### src/rtl/tm_frame_randomizer.sv
// rtl/tm_frame_randomizer.sv - CCSDS TM bit-serial randomizer with ASM bypass and frame length check
// Optional NRZ-M line coding: define TM_FRAME_RANDOMIZER_NRZM_EN.
module tm_frame_randomizer #(
  parameter int ASM_BITS   = 32,
  parameter int FRAME_BITS = 2048
) (
  input  logic        ClkI,
  input  logic        Rst,
  input  logic        EnI,
  input  logic        DataI,
  output logic        DataO,
  output logic        EnO,
  output logic        FrameDone,
  output logic        LenErr,
  output logic [15:0] BitCountO
);

  typedef enum logic [1:0] {IDLE, ASM, DATA} state_t;

  localparam logic [15:0] FRAME_LEN = 16'(FRAME_BITS);
  localparam logic [15:0] ASM_LEN   = 16'(ASM_BITS);
  localparam logic [7:0]  LFSR_SEED = 8'hFF;

  state_t      state, stateNxt, effState;
  logic [15:0] bitCnt, bitCntNxt;
  logic [7:0]  lfsr, lfsrNxt;
  logic        codedBit, dataNxt, frameEnd;

  // bitCnt is always 0 in IDLE, so the first bit of a frame sees counter 0.
  always_comb begin
    stateNxt  = state;
    bitCntNxt = bitCnt;
    lfsrNxt   = lfsr;
    codedBit  = 1'b0;
    frameEnd  = 1'b0;
    effState  = state;
    if (state == IDLE) begin
      effState = (ASM_BITS > 0) ? ASM : DATA;
    end
    if (EnI) begin
      bitCntNxt = (bitCnt == 16'hFFFF) ? bitCnt : bitCnt + 16'd1;
      stateNxt  = effState;
      if (effState == ASM) begin
        codedBit = DataI;
        lfsrNxt  = LFSR_SEED;
        if (bitCntNxt >= ASM_LEN) begin
          stateNxt = DATA;
        end
      end else if (bitCnt >= FRAME_LEN) begin
        codedBit = DataI;
      end else begin
        // Window of a(n)..a(n+7) with a(n) in bit 7; a(n+8)=a(n+7)^a(n+5)^a(n+3)^a(n).
        codedBit = DataI ^ lfsr[7];
        lfsrNxt  = {lfsr[6:0], lfsr[7] ^ lfsr[4] ^ lfsr[2] ^ lfsr[0]};
      end
    end else if (state != IDLE) begin
      frameEnd  = 1'b1;
      stateNxt  = IDLE;
      bitCntNxt = 16'd0;
      lfsrNxt   = LFSR_SEED;
    end
  end

`ifdef TM_FRAME_RANDOMIZER_NRZM_EN
  assign dataNxt = EnI ? (DataO ^ codedBit) : DataO;
`else
  assign dataNxt = EnI & codedBit;
`endif

  always_ff @(posedge ClkI) begin
    if (Rst) begin
      state     <= IDLE;
      bitCnt    <= 16'd0;
      lfsr      <= LFSR_SEED;
      DataO     <= 1'b0;
      EnO       <= 1'b0;
      FrameDone <= 1'b0;
      LenErr    <= 1'b0;
      BitCountO <= 16'd0;
    end else begin
      state     <= stateNxt;
      bitCnt    <= bitCntNxt;
      lfsr      <= lfsrNxt;
      DataO     <= dataNxt;
      EnO       <= EnI;
      FrameDone <= frameEnd;
      if (frameEnd) begin
        BitCountO <= bitCnt;
        LenErr    <= (bitCnt != FRAME_LEN);
      end
    end
  end

endmodule

### config.mk
export PLATFORM = sky130hd
export DESIGN_NAME = tm_frame_randomizer
export DESIGN_NICKNAME = d
export VERILOG_FILES = /design/src/rtl/tm_frame_randomizer.sv
export SDC_FILE = /design/constraint.sdc
export NUM_CORES = 1
export LEC_CHECK = 0
export CORE_ASPECT_RATIO = 0.8
export CORE_MARGIN = 1
export CORE_UTILIZATION = 30
export DETAILED_ROUTE_END_ITERATION = 16
export SLEW_MARGIN = 15
export SYNTH_ARGS = -nofsm -noshare
export SYNTH_HDL_FRONTEND = slang
export SYNTH_SLANG_ARGS = --single-unit
### constraint.sdc
create_clock -name ClkI -period 2.2 [get_ports ClkI]
set_clock_uncertainty 0.1 [all_clocks]
set_input_delay 0.66 -clock ClkI [delete_from_list [all_inputs] [get_ports ClkI]]
set_output_delay 0.66 -clock ClkI [all_outputs]
set_load 0.03 [all_outputs]
==> results of run 1 <==
-- cell type report --
| cell class | count | area [sq um] | area share |
|---|---|---|---|
| multi-input cells | 209 | 1260 | 0.424 |
| flip-flops and latches | 46 | 925 | 0.311 |
| repair buffers | 66 | 578 | 0.195 |
| well taps | 87 | 109 | 0.0367 |
| clock buffers | 6 | 72.6 | 0.0244 |
| inverters | 5 | 18.8 | 0.00632 |
| clock inverters | 1 | 7.51 | 0.00253 |
-- layer usage --
metal	GRT usage	vias to the layer above	wire, um
met3	0.0403	12	305
li1	-	1099	-
met5	0	-	0
met2	0.218	57	2300
met1	0.221	1006	3130
met4	0.0433	0	75
-- registers in the layout (all words and copies together), names as in the netlist --
signal / count
FrameDone: 1
bitCnt: 16
state: 2
lfsr: 8
LenErr: 1
EnO: 1
BitCountO: 16
DataO: 1
-- power by group through the flow --
| stage | combinational (mW) | clock, mW | sequential [mW] |
|---|---|---|---|
| after global routing | 0.142 | 0.543 | 0.848 |
| after detailed placement | 0.129 | 0 | 0.866 |
| after CTS | 0.130 | 0.511 | 0.846 |
| after global placement | 0.129 | 0 | 0.865 |
| final | 0.131 | 0.496 | 0.847 |
| after floorplan | 0.0559 | 0 | 0.874 |
-- cell usage in the layout, fill, tap and decap left out, types with 2 or more instances in the layout --
master                            Yosys  routed
sky130_fd_sc_hd__dfxtp_1             46      43
sky130_fd_sc_hd__buf_4                0      41
sky130_fd_sc_hd__nand2_1             41      40
sky130_fd_sc_hd__a21oi_1             34      34
sky130_fd_sc_hd__nor2_1              26      26
sky130_fd_sc_hd__clkdlybuf4s50_1      0      23
sky130_fd_sc_hd__nor3_1              15      14
sky130_fd_sc_hd__nand3_1             13      12
sky130_fd_sc_hd__o21bai_1             8       8
sky130_fd_sc_hd__nand4_1              7       7
sky130_fd_sc_hd__xnor2_1              6       6
sky130_fd_sc_hd__inv_1                5       5
sky130_fd_sc_hd__a31oi_1              5       5
sky130_fd_sc_hd__clkbuf_8             0       5
sky130_fd_sc_hd__nand2b_1             4       4
sky130_fd_sc_hd__and3_1               4       4
sky130_fd_sc_hd__and4_1               3       3
sky130_fd_sc_hd__nor4_1               4       3
sky130_fd_sc_hd__nor4_4               1       3
sky130_fd_sc_hd__mux2i_1              3       3
sky130_fd_sc_hd__o211ai_1             3       3
sky130_fd_sc_hd__o21ai_0              4       3
sky130_fd_sc_hd__dfxtp_2              0       3
sky130_fd_sc_hd__nand3_4              1       2
sky130_fd_sc_hd__mux2_2               2       2
sky130_fd_sc_hd__or4_1                2       2
sky130_fd_sc_hd__xor2_1               2       2
sky130_fd_sc_hd__buf_12               0       2
-- kinds of logic (layout without fill, tap and decap cells) --
family                     after synthesis  count (layout)  share of synthesized area
buffers and inverters                   29              78                     0.0517
DFF                                     46              46                      0.409
adders and majority gates                2               2                     0.0111
and+or+nand+nor                        131             131                      0.305
AOI/OAI and AO/OA                       63              63                      0.169
xor gates and xnor gates                 8               8                     0.0311
muxes                                    5               5                     0.0234
-- metrics by stage --
| step | hold slack, ps | TNS [ps] |
|---|---|---|
| after floorplan | 374 | 0 |
| after global placement | 343 | -94.3 |
| after detailed placement | 347 | -385 |
| after CTS | 359 | 0 |
| after global routing | 376 | -4.98 |
| final | 356 | 0 |
-- path summary, 6_finish.rpt --
| kind | from | endpoint |
|---|---|---|
| hold reg to reg | BitCountO[15]$_SDFFE_PP0P_ | BitCountO[15]$_SDFFE_PP0P_ |
| setup reg to reg | bitCnt[0]$_SDFFE_PP0P_ | bitCnt[2]$_SDFFE_PP0P_ |
| hold / removal | BitCountO[15]$_SDFFE_PP0P_ | BitCountO[15]$_SDFFE_PP0P_ |
| setup / recovery | BitCountO[6]$_SDFFE_PP0P_ | BitCountO[6] |
==> summary.md, run 1 <==
| Metric | Value |
|---|---|
| Tot Pwr | 1.47 mW |
| Clock sink count | 46 |
| Maximum vdd drop | 317 uV |
| Post-synth net total | 290 |
| Worst-Margin Slew | 381 ps |
| Total number of yosys warnings | 0 |
| Antenna violations before repair | 0 |
| Kind of end point of the critical path | output port |
| Post-detailed-placement cell area | 0.00284 sq mm |
| DP Wirelength | 4.24 mm |
| Die Outline Area | 0.00785 sq mm |
| Highest fanout seen on the critical path | 2 |
| Highest Clock Rate | 480 MHz |
| Total global-route track usage | 0.152 |
| Share of the clock period used by the worst path after layout | 0.946 |
| Nets@finish | 339 |
| Number of buffers inserted during clock tree synthesis | 5 |
| Hold Buf Count CTS | 0 |
| Fraction of power spent switching nets | 0.241 |
| Number of flops mapped to enable cells by yosys | 0 |
| Later-pin clock latency in the skew report | 300 ps |
| Detailed-route wire length | 5.81 mm |
| Worst Hold Class | flop to flop |
| Clock tree from TritonCTS | yes |
| Die span in x | 98.8 um |
| Sequential Power Share | 0.574 |
| Count of state elements after synthesis | 46 |
| Most repeated cell in the gate-level netlist after synthesis | sky130_fd_sc_hd__dfxtp_1 |
| Placeable core region | 0.00706 sq mm |
| Switching pwr | 0.355 mW |
| Total placed cells including tap cells | 413 |
| Number of cells traversed by the worst hold path | 2 |
| Count of final setup violators | 0 |
| Post-route non-filler standard cell count | 420 |
| DRC viols | 0 |
| Share of total power in combinational logic | 0.089 |
| Die span in y | 79.5 um |
| Final design instance area without fill | 0.00297 sq mm |
| Worst-case clock buffer depth | 2 |
| Clock transition time at the flip-flop clock pins of the worst setup and hold paths | 80 ps |
| Number of detailed-routing iterations run before antenna repair | 5 |
| Share of final-layout standard cells stronger than drive strength 1 | 0.198 |
| Critical setup path kind | flop to output port |
| Synthesized cell area | 0.00225 sq mm |
| Critical path's largest stage delay | 680 ps |
| Library cell used as clock root buffer | sky130_fd_sc_hd__clkbuf_8 |
| Antenna-violating nets left | 0 |
| Cell class contributing the biggest share of worst-path delay | buffers and inverters |
| Max stage delay cell, worst path | sky130_fd_sc_hd__clkdlybuf4s50_1 |
| Final-report max-slew violation count | 0 |
| Worst slack at placement | -54.1 ps |
| Initial Utilization | 0.319 |
| Async set-or-reset flop fraction in the synthesized netlist | 0 |
| Number of levels in the clock H-tree | 2 |
| Maximum number of pins on one net before global-route repair | 27 |
| Most area-hungry cell type in the Yosys netlist | sky130_fd_sc_hd__dfxtp_1 |
| Mean instance size in the synthesized netlist | 7.92 sq um |
| Run status | complete, no violations |
| Fin. Hold Viols | 0 |
| Fill count | 707 |
| Global-route congestion overflow total | 0 |
| Worst setup slack after layout | 118 ps |
| Critical path buffer and inverter count | 1 |
| Leakage power | 1.08 nW |
| Syn-to-layout area delta | 32.0% |
| Largest cells by area after synthesis | sky130_fd_sc_hd__dfxtp_1 41%, sky130_fd_sc_hd__a21oi_1 7.6%, sky130_fd_sc_hd__nand2_1 6.8%, sky130_fd_sc_hd__nor2_1 4.3%, sky130_fd_sc_hd__nor3_1 3.3% |
| Post-Synthesis Cells | 284 |
| Num ports | 24 |
| PostCTS Resize Cnt | 0 |
| Internal | 1.12 mW |
| Portion of synthesized cell area occupied by the leading cell type | 0.409 |
| Logic depth of the worst register-to-register path | 8 |
| Post-synthesis sequential area ratio | 0.409 |
| Top FF cell, synth | sky130_fd_sc_hd__dfxtp_1 |
| Kind of start point of the critical path | flop |
| Vias/cell | 5.18 |
| Sequence of cells on the critical path | clkdlybuf4s50_1 |
| Buffers added on ports | 23 |
| Number of core rows | 27 |
| PwrDens | 496 mW/mm^2 |
| Post-CTS repair timing setup buffer count | 0 |
| Wire length of the first global-routing pass | 9.49 mm |
| Arrival time at the worst endpoint | 1320 ps |
| Via count of the routed design | 2174 |
| Cell types with the highest counts after synthesis | 46 x sky130_fd_sc_hd__dfxtp_1, 41 x sky130_fd_sc_hd__nand2_1, 34 x sky130_fd_sc_hd__a21oi_1 |
| Post-layout minimum cycle time | 2080 ps |
| Max transition margin | 0.742 |
| End-of-flow core utilization | 0.421 |
| Number of different library cells in the post-synthesis netlist | 44 |
| Vias in the first global route | 1948 |
| Clock network fraction of total power | 0.337 |
| Average detailed-routed wire length per instance | 13.8 um |
| ANT cells | 0 |
| Final estimated routing congestion in global placement | 0.892 |
| CP required | 1440 ps |
| Starting DRC count in detailed routing | 97 |
| Reg2reg setup slack | 130 ps |
| Path length in cells of the critical path | 1 |
| Number of max-capacitance violations reported | 0 |
Power figures use the tool's default switching activity.
==> run 2: changes to the inputs <==
- CELL_PAD_IN_SITES_DETAIL_PLACEMENT: default -> 1
- CELL_PAD_IN_SITES_GLOBAL_PLACEMENT: default -> 1
- PLACE_DENSITY_LB_ADDON: default -> 0.1
- SLEW_MARGIN: 15 -> default
==> run 2 against run 1 <==
Non-clock buffer count is 1 lower. Clock-buffer cell count stayed put. Cell count is 0.24% lower. First-iteration DRC count is 20% higher. Combinational power hardly changed. Global-route usage is 3.1 points higher. Die area stayed put. Setup slack worse by 14 ps. Largest cell class unchanged. Worst hold slack better by 1.7 ps.
==> summary.md, run 2 (synthesis gave the netlist of run 1 again) <==
| Metric | Value |
|---|---|
| Buffers added on ports | 23 |
| Clock sink count | 46 |
| Source of the worst hold timing path | BitCountO[3]$_SDFFE_PP0P_ |
| Leakage power | 1.09 nW |
| Vias in the first global route | 2152 |
| Critical setup path kind | flop to output port |
| ANT cells | 0 |
| Worst reg2reg path startpoint | bitCnt[1]$_SDFFE_PP0P_ |
| Vias/cell | 5.18 |
| Fin. Hold Viols | 0 |
| Syn-to-layout area delta | 32.4% |
| Num ports | 24 |
| Number of detailed-routing iterations run before antenna repair | 4 |
| Wire length of the first global-routing pass | 11.2 mm |
| Maximum number of pins on one net before global-route repair | 24 |
| Initial Utilization | 0.319 |
| Post-layout minimum cycle time | 2100 ps |
| Placeable core region | 0.00706 sq mm |
| Number of core rows | 27 |
| End-of-flow core utilization | 0.422 |
| Antenna-violating nets left | 0 |
| Worst-Margin Slew | 606 ps |
| Total placed cells including tap cells | 411 |
| Final-layout setup total negative slack | 0 ps |
| Reg-to-Reg End | state[0]$_SDFFE_PP0P_ |
| Leading cell type in the layout, fill and taps excluded | sky130_fd_sc_hd__dfxtp_1 |
| Run status | complete, no violations |
| Registers with the most flip-flops | BitCountO x16, bitCnt x16, lfsr x8 |
| Final design instance area without fill | 0.00298 sq mm |
| Critical path buffer and inverter count | 1 |
| Share of the clock period used by the worst path after layout | 0.953 |
| PwrDens | 549 mW/mm^2 |
| Post-route non-filler standard cell count | 419 |
| Max transition margin | 0.590 |
| Worst setup slack after layout | 104 ps |
| Die span in y | 79.5 um |
| Highest fanout seen on the critical path | 2 |
| Later-pin clock latency in the skew report | 300 ps |
| Worst slack at placement | -60.1 ps |
| Number of cells traversed by the worst hold path | 2 |
| Die span in x | 98.8 um |
| Total global-route track usage | 0.183 |
| Detailed-route wire length | 6.65 mm |
| Clock transition time at the flip-flop clock pins of the worst setup and hold paths | 90 ps |
| Global-route congestion overflow total | 0 |
| Fraction of power spent switching nets | 0.230 |
| Clock network fraction of total power | 0.405 |
| Number of buffers inserted during clock tree synthesis | 5 |
| Library cell used as clock root buffer | sky130_fd_sc_hd__clkbuf_8 |
| Fill count | 855 |
| Die Outline Area | 0.00785 sq mm |
| Max stage delay cell, worst path | sky130_fd_sc_hd__clkdlybuf4s50_1 |
| Average detailed-routed wire length per instance | 15.9 um |
| Reg2reg setup slack | 120 ps |
| Starting DRC count in detailed routing | 116 |
| Hold slack | 357 ps |
| Logic depth of the worst register-to-register path | 8 |
| DRC viols | 0 |
| Critical path's largest stage delay | 680 ps |
| Cell class contributing the biggest share of worst-path delay | buffers and inverters |
| Kind of end point of the critical path | output port |
| CP required | 1440 ps |
| Final-report max-slew violation count | 0 |
| Hold Buf Count CTS | 0 |
| Worst Hold Class | flop to flop |
| Number of max-capacitance violations reported | 0 |
| Kind of start point of the critical path | flop |
| Highest Clock Rate | 477 MHz |
| Via count of the routed design | 2169 |
| Switching pwr | 0.376 mW |
| DP Wirelength | 4.80 mm |
| Post-detailed-placement cell area | 0.00281 sq mm |
| Sequential Power Share | 0.517 |
| Final estimated routing congestion in global placement | 0.807 |
| Count of final setup violators | 0 |
| Arrival time at the worst endpoint | 1340 ps |
| Sequence of cells on the critical path | clkdlybuf4s50_1 |
| Share of total power in combinational logic | 0.079 |
| Share of final-layout standard cells stronger than drive strength 1 | 0.202 |
| Worst-case clock buffer depth | 2 |
| Tot Pwr | 1.63 mW |
| Nets@finish | 338 |
| End point of the most critical hold path | BitCountO[3]$_SDFFE_PP0P_ |
| Antenna violations before repair | 0 |
| Clock tree from TritonCTS | yes |
| Number of levels in the clock H-tree | 2 |
| Internal | 1.26 mW |
| Top library cells by usage in the layout, fill and taps aside | 43 x sky130_fd_sc_hd__dfxtp_1, 41 x sky130_fd_sc_hd__buf_4, 40 x sky130_fd_sc_hd__nand2_1, 34 x sky130_fd_sc_hd__a21oi_1, 25 x sky130_fd_sc_hd__nor2_1 |
| Maximum vdd drop | 203 uV |
-- run 2: changes by cell type in the layout (fill, tap and decap cells not counted), sizes merged --
cell / previous run / this run
buf: 43 / 42
bufinv: 0 / 1
clkinvlp: 1 / 0
-- run 2: power groups by stage --
stage | Clock (mW) | Combinational [mW] | Sequential, mW
after floorplan | 0 | 0.0559 | 0.874
after global placement | 0 | 0.127 | 0.864
after detailed placement | 0 | 0.129 | 0.865
after CTS | 0.682 | 0.129 | 0.845
after global routing | 0.717 | 0.141 | 0.846
final | 0.662 | 0.128 | 0.845
-- run 2: worst max path at each step --
stage	from	to	slack, ps	cells after the start
CTS	bitCnt[1]$_SDFFE_PP0P_	state[0]$_SDFFE_PP0P_	40	7
global route	bitCnt[1]$_SDFFE_PP0P_	state[0]$_SDFFE_PP0P_	-30	8
global placement	bitCnt[0]$_SDFFE_PP0P_	state[0]$_SDFFE_PP0P_	-60	7
finish	BitCountO[8]$_SDFFE_PP0P_	BitCountO[8]	100	1
detailed placement	EnI	bitCnt[4]$_SDFFE_PP0P_	-60	5
floorplan	bitCnt[1]$_SDFFE_PP0P_	state[0]$_SDFFE_PP0P_	130	8
-- run 2: what timing repair did --
action / 4_1_cts / 5_1_grt
setup endpoints to repair: 2 / 9
setup buffers: 1 / 0
gates resized for setup: 3 / 8
pin swaps: 0 / 2
-- run 2: worst register-to-register path, cell delays in order, from the launching register on --
cell                      delay (ps)
sky130_fd_sc_hd__dfxtp_1         330
sky130_fd_sc_hd__buf_4           130
sky130_fd_sc_hd__buf_4           150
sky130_fd_sc_hd__and4_1          230
sky130_fd_sc_hd__a211o_1         290
sky130_fd_sc_hd__a21oi_1         210
sky130_fd_sc_hd__nand2_1         140
sky130_fd_sc_hd__nor4_4          300
sky130_fd_sc_hd__o21a_1          150
-- run 2: metal layers --
| layer | track usage | vias to the layer above | share of wire |
|---|---|---|---|
| met4 | 0.0403 | 0 | 0.0086 |
| met5 | 0 | - | 0 |
| met1 | 0.263 | 1038 | 0.53 |
| met3 | 0.0438 | 7 | 0.038 |
| met2 | 0.276 | 34 | 0.42 |
| li1 | - | 1090 | - |
-- run 2: final cells by class --
| cell class | instances | area (sq um) | share of cell area |
|---|---|---|---|
| clock inverter | 1 | 30.0 | 0.0101 |
| tap | 87 | 109 | 0.0366 |
| sequential | 46 | 925 | 0.311 |
| timing repair buffer | 65 | 558 | 0.187 |
| multi-input combinational | 209 | 1250 | 0.421 |
| inverter | 5 | 18.8 | 0.00630 |
| clock buffer | 6 | 82.6 | 0.0277 |
